`src/rtl/dmem_cache.sv`:
```
// dmem_cache: direct-mapped, write-back, write-allocate data cache between the MEM stage and a line-wide memory.
// Latency: a hit is accepted on one edge, looked up the next cycle and answered with a registered strobe two edges after acceptance; misses add writeback/fill round trips.
// Backpressure: is_ready is low outside IDLE; toward memory, mem_req and its payload are held stable until mem_ack / mem_rvalid.
// Optional build macro: DCACHE_STATS_EN adds hit_count / miss_count outputs.
module dmem_cache #(
    parameter int NUM_SETS  = 16,
    parameter int LINE_BITS = 128
) (
    input  logic                 clk,
    input  logic                 reset,
    input  logic                 is_input_valid,
    input  logic [31:0]          addr,
    input  logic                 mem_read,
    input  logic                 mem_write,
    input  logic [31:0]          din,
    output logic                 is_ready,
    output logic                 is_output_valid,
    output logic                 is_hit,
    output logic [31:0]          dout,
    output logic                 mem_req,
    output logic                 mem_we,
    output logic [31:0]          mem_addr,
    output logic [LINE_BITS-1:0] mem_wdata,
    input  logic                 mem_ack,
    input  logic [LINE_BITS-1:0] mem_rdata,
`ifdef DCACHE_STATS_EN
    input  logic                 mem_rvalid,
    output logic [31:0]          hit_count,
    output logic [31:0]          miss_count
`else
    input  logic                 mem_rvalid
`endif
);

    localparam int IDX_W = $clog2(NUM_SETS);
    localparam int TAG_W = 28 - IDX_W;

    localparam logic [1:0] S_IDLE      = 2'd0;
    localparam logic [1:0] S_COMPARE   = 2'd1;
    localparam logic [1:0] S_WRITEBACK = 2'd2;
    localparam logic [1:0] S_ALLOCATE  = 2'd3;

    logic [1:0]           state_q, state_d;

    // Latched request
    logic [TAG_W-1:0]     req_tag_q;
    logic [IDX_W-1:0]     req_idx_q;
    logic [1:0]           req_off_q;
    logic [31:0]          req_din_q;
    logic                 req_wr_q;
    logic                 miss_q;

    // Line state: valid/dirty are reset, tags and data are not
    logic [NUM_SETS-1:0]  valid_q;
    logic [NUM_SETS-1:0]  dirty_q;
    logic [TAG_W-1:0]     tag_q  [NUM_SETS];
    logic [LINE_BITS-1:0] data_q [NUM_SETS];

    // Registered CPU response
    logic                 out_vld_q;
    logic                 hit_q;
    logic [31:0]          dout_q;

    logic                 accept;
    logic                 lookup_hit;
    logic                 cmp_hit;
    logic                 cmp_miss;
    logic                 wb_done;
    logic                 fill_done;
    logic [6:0]           word_lsb;
    logic [TAG_W-1:0]     victim_tag;
    logic [LINE_BITS-1:0] cur_line;
    logic [LINE_BITS-1:0] store_line;
    logic [31:0]          cur_word;
    logic                 unused_addr_bits;

    // Byte-lane bits never matter for word accesses
    assign unused_addr_bits = ^addr[1:0];

    assign is_ready   = (state_q == S_IDLE);
    assign accept     = is_input_valid && is_ready && (mem_read || mem_write);

    assign word_lsb   = {req_off_q, 5'b0};
    assign cur_line   = data_q[req_idx_q];
    assign victim_tag = tag_q[req_idx_q];
    assign cur_word   = cur_line[word_lsb +: 32];

    assign lookup_hit = valid_q[req_idx_q] && (victim_tag == req_tag_q);
    assign cmp_hit    = (state_q == S_COMPARE) && lookup_hit;
    assign cmp_miss   = (state_q == S_COMPARE) && !lookup_hit;
    assign wb_done    = (state_q == S_WRITEBACK) && mem_ack;
    assign fill_done  = (state_q == S_ALLOCATE) && mem_rvalid;

    assign is_output_valid = out_vld_q;
    assign is_hit          = hit_q;
    assign dout            = dout_q;

    // Merge the store word into the resident line
    always_comb begin
        store_line = cur_line;
        store_line[word_lsb +: 32] = req_din_q;
    end

    // Next-state: a miss detours through WRITEBACK only when the victim is dirty
    always_comb begin
        state_d = state_q;
        case (state_q)
            S_IDLE: begin
                if (accept) state_d = S_COMPARE;
            end
            S_COMPARE: begin
                if (lookup_hit)
                    state_d = S_IDLE;
                else if (valid_q[req_idx_q] && dirty_q[req_idx_q])
                    state_d = S_WRITEBACK;
                else
                    state_d = S_ALLOCATE;
            end
            S_WRITEBACK: begin
                if (mem_ack) state_d = S_ALLOCATE;
            end
            S_ALLOCATE: begin
                if (mem_rvalid) state_d = S_COMPARE;
            end
            default: state_d = S_IDLE;
        endcase
    end

    // Memory request is decoded from state so it drops with the async reset
    always_comb begin
        mem_req   = 1'b0;
        mem_we    = 1'b0;
        mem_addr  = 32'd0;
        mem_wdata = '0;
        if (state_q == S_WRITEBACK) begin
            mem_req   = 1'b1;
            mem_we    = 1'b1;
            mem_addr  = {victim_tag, req_idx_q, 4'b0};
            mem_wdata = cur_line;
        end else if (state_q == S_ALLOCATE) begin
            mem_req   = 1'b1;
            mem_addr  = {req_tag_q, req_idx_q, 4'b0};
        end
    end

    // Control state, request latch, line flags and response registers
    always_ff @(posedge clk or posedge reset) begin
        if (reset) begin
            state_q   <= S_IDLE;
            req_tag_q <= '0;
            req_idx_q <= '0;
            req_off_q <= 2'd0;
            req_din_q <= 32'd0;
            req_wr_q  <= 1'b0;
            miss_q    <= 1'b0;
            valid_q   <= '0;
            dirty_q   <= '0;
            out_vld_q <= 1'b0;
            hit_q     <= 1'b0;
            dout_q    <= 32'd0;
        end else begin
            state_q   <= state_d;
            out_vld_q <= cmp_hit;
            hit_q     <= cmp_hit && !miss_q;
            if (accept) begin
                req_tag_q <= addr[31:4+IDX_W];
                req_idx_q <= addr[4+IDX_W-1:4];
                req_off_q <= addr[3:2];
                req_din_q <= din;
                req_wr_q  <= mem_write;
                miss_q    <= 1'b0;
            end
            if (cmp_hit) begin
                dout_q <= req_wr_q ? req_din_q : cur_word;
                if (req_wr_q) dirty_q[req_idx_q] <= 1'b1;
            end
            if (cmp_miss) miss_q <= 1'b1;
            if (wb_done) dirty_q[req_idx_q] <= 1'b0;
            if (fill_done) begin
                valid_q[req_idx_q] <= 1'b1;
                dirty_q[req_idx_q] <= 1'b0;
            end
        end
    end

    // Tag and data arrays: written by store hits and line fills only
    always_ff @(posedge clk) begin
        if (cmp_hit && req_wr_q) data_q[req_idx_q] <= store_line;
        if (fill_done) begin
            data_q[req_idx_q] <= mem_rdata;
            tag_q[req_idx_q]  <= req_tag_q;
        end
    end

`ifdef DCACHE_STATS_EN
    // Statistics: a hit is counted when its first-lookup response is issued
    always_ff @(posedge clk or posedge reset) begin
        if (reset) begin
            hit_count  <= 32'd0;
            miss_count <= 32'd0;
        end else begin
            if (cmp_hit && !miss_q) hit_count <= hit_count + 32'd1;
            if (cmp_miss) miss_count <= miss_count + 32'd1;
        end
    end
`endif

endmodule

```
`config.mk`:
```
export PLATFORM = sky130hd
export DESIGN_NAME = dmem_cache
export DESIGN_NICKNAME = d
export VERILOG_FILES = /design/src/rtl/dmem_cache.sv
export SDC_FILE = /design/constraint.sdc
export NUM_CORES = 2
export LEC_CHECK = 0
export CORE_ASPECT_RATIO = 1.5
export CORE_MARGIN = 5
export CORE_UTILIZATION = 63
export CTS_CLUSTER_SIZE = 16
export DETAILED_ROUTE_END_ITERATION = 6
export DONT_BUFFER_PORTS = 1
export PLACE_DENSITY_LB_ADDON = 0.05
export SLEW_MARGIN = 10
export SYNTH_ARGS = -nofsm -noshare
export SYNTH_HDL_FRONTEND = slang
export SYNTH_SLANG_ARGS = --single-unit
```
`constraint.sdc`:
```
create_clock -name clk -period 18 [get_ports clk]
set_clock_uncertainty 0.05 [all_clocks]
set_input_delay 4.5 -clock clk [delete_from_list [all_inputs] [get_ports clk]]
set_output_delay 4.5 -clock clk [all_outputs]
set_load 0.05 [all_outputs]
```
==> impl_metrics.py <==
metrics = {
    "synthesis": {
        "ys_seq_elements": 2564,
        "avgSynthCellArea_um2": 21.3,
        "async_reset_ff_frac": 0.0515,
        "synthFlopType": "edfxtp_1",
        "synth-edff-count": 2432,
        "synth_warnings": 0,
        "yosysSeqAreaShare": 0.742,
        "synth_cells": 4817,
        "synth_cell_type_count": 65,
        "synth_area_um2": 103000,
    },
    "sta": {
        "worstMarginPinSlew_ps": 1370,
        "period_needed_ps": 10580,
        "hold_viol": 0,
        "setup_viol": 0,
        "rsz0062_at_grt": "false",
        "fin_setup_tns_ps": 0,
        "final_max_slew_viol_count": 0,
        "fmax_mhz": 94.6,
        "max_slew_margin": 0.0858,
        "timing.final.crit_share": 0.588,
        "timing.final.ws_setup_ps": 7420,
    },
    "clock_tree": {
        "insertion_delay_ps": 860,
        "cts-buffers-inserted": 223,
        "clkTransAtPathRegs_ps": 60,
        "clock_path_buffers": 3,
        "root_buffer": "clkbuf_16",
        "clock-sinks": 2564,
        "htreeDepth": 4,
        "ctsHoldBuffers": 0,
        "post_cts_resized": 0,
        "postCtsSetupBuffers": 0,
        "tritoncts": "yes",
    },
    "placement": {
        "io_buffers": 0,
        "dpl_worst_slack_ps": 8120,
        "dpl.hpwl_um": 169000,
        "gp_congestion": 0.850,
    },
    "drt": {
        "final_antenna_net_count": 0,
        "drt_iter0_drc": 7310,
        "vias": 53100,
        "wirelength_um": 291000,
        "wl_per_cell_um": 40.3,
        "viasPerCell": 7.35,
        "first_pass_iters": 5,
        "drc": 0,
    },
    "die": {
        "ios": 396,
        "rows": 181,
        "die_area_um2": 172000,
        "die_h_um": 505,
        "core_um2": 162000,
        "start_util": 0.633,
        "fp.dieW_um": 340,
    },
    "min_path": {
        "hold_path_class": "reg2reg",
    },
    "worst_setup_path": {
        "max_stage_delay_ps": 940,
        "path_class": "reg2out",
        "cp_cell_sequence": "buf_4, buf_12, buf_4, mux4_2, mux4_2, and2_1",
        "crit_path_end_kind": "output port",
        "crit_slowest_cell": "dfrtp_4",
        "cp-start-kind": "flip-flop",
        "arrival_ps": 6030,
        "cp_top_family": "buffers and inverters",
        "required_ps": 13450,
        "path_buf_inv": 3,
        "worstPathMaxFanout": 105,
    },
    "status": {
        "outcome": "completed",
    },
    "global_routing": {
        "gr-usage-all-layers": 0.341,
        "antenna_found_initial": 53,
        "grt_pass1_vias": 52400,
        "overflow": 0,
        "grt_pass1_wl_um": 406000,
        "grt_max_degree": 106,
    },
    "job": {
        "cap_violations": 0,
    },
    "power": {
        "p_per_area_nw_per_um2": 193,
        "leakage_nw": 35.9,
        "ir_drop_mv": 0.174,
    },
    "cells_and_area": {
        "fin_nets": 5079,
        "nFillCells": 9928,
        "final_common_cell": "edfxtp_1",
        "layout_common_cells": "edfxtp_1, mux4_2, nor2_1",
        "drive_above_1_share": 0.286,
        "syn_to_final_growth_pct": 9.67,
    },
}
[kinds of logic (layout without fill, tap and decap cells)]
group | count (synthesis) | after routing | synth area share
compound gates | 294 | 294 | 0.0218
xor+xnor | 26 | 26 | 0.00221
fa+ha+maj | 9 | 9 | 0.00110
buf+inv | 323 | 571 | 0.0143
flops | 2564 | 2564 | 0.742
mux | 972 | 972 | 0.190
other cells | 1 | 47 | 0.0000365
simple gates | 628 | 628 | 0.0287
[per-stage QoR]
stage | hold slack (ps) | power [mW] | area (um2) | util | instances
2_1_floorplan | 352 | 13.9 | 103000 | - | 4820
4_1_cts | 422 | 21.7 | 113000 | 0.694 | 7172
3_3_place_gp | 395 | 16.8 | 105000 | 0.649 | 6750
6_report | 419 | 21.7 | 113000 | 0.695 | 7215
5_1_grt | 430 | 22.4 | 113000 | 0.694 | 7173
3_5_place_dp | 401 | 17.0 | 105000 | 0.649 | 6750
[sequential cells by signal, indices dropped and copies added (netlist names), 2 cells and up]
signal,count
data_q,2048
tag_q,384
dout,32
req_din_q,32
req_tag_q,24
dirty_q,16
valid_q,16
req_idx_q,4
req_off_q,2
state_q,2
[report_power, final]
part | switching [mW] | internal (mW)
clock network | 2.14 | 2.62
registers | 0.564 | 8.53
logic | 5.28 | 2.59
[routing by layer]
metal,share of wire,GRT usage
met2,0.47,0.521
met1,0.35,0.472
met3,0.15,0.122
met4,0.035,0.109
met5,0.0010,0
[synth_stat cells, drive strengths merged, types with 4 or more instances]
cell type | count | area share
mux2 | 152 | 0.017
a31o | 15 | 0.0013
or2 | 21 | 0.0013
and2 | 133 | 0.0081
a21oi | 29 | 0.0014
dfrtp | 132 | 0.032
clkbuf | 137 | 0.0050
a221oi | 130 | 0.011
nor2b | 10 | 0.00061
xor2 | 11 | 0.00094
a22oi | 11 | 0.00080
xnor2 | 15 | 0.0013
nor4 | 4 | 0.00039
o22ai | 18 | 0.0011
a31oi | 6 | 0.00037
edfxtp | 2432 | 0.71
a2111oi | 6 | 0.00051
mux4 | 764 | 0.17
buf | 163 | 0.0085
o31ai | 13 | 0.00095
nand2b | 12 | 0.00073
o21ai | 33 | 0.0016
nand3 | 20 | 0.00097
o211ai | 9 | 0.00066
nor2 | 307 | 0.011
ha | 9 | 0.0011
nor3 | 17 | 0.00088
nor3b | 4 | 0.00029
inv | 22 | 0.00080
nand4 | 8 | 0.00049
nand2 | 79 | 0.0029
or3 | 4 | 0.00024
mux2i | 56 | 0.0055
[worst paths after layout]
check                             start       endpoint  slack, ps  depth (start not counted)
setup / recovery           req_idx_q[0]  mem_wdata[36]       7420                          6
hold / removal               valid_q[9]     valid_q[9]        420                          1
setup reg to reg           req_idx_q[1]  data_q[8][42]       9220                         15
hold reg to reg              valid_q[9]     valid_q[9]        420                          1
max in group asynchronous         reset    valid_q[13]      12680                          3
min in group asynchronous         reset        dout[1]       3550                          1
[area by class of cell]
| type | instances | area [um2] | area share |
|---|---|---|---|
| Timing Repair Buffer | 126 | 1010 | 0.00894 |
| Sequential cell | 2564 | 76400 | 0.677 |
| Multi-Input combinational cell | 1933 | 25300 | 0.225 |
| Antenna cell | 43 | 108 | 0.000954 |
| Inverter | 23 | 98.8 | 0.000876 |
| Clock buffer | 275 | 5910 | 0.0524 |
| Tap cell | 2104 | 2630 | 0.0233 |
| Clock inverter | 147 | 1320 | 0.0117 |
Note: power is estimated with default switching activity, not from simulation.
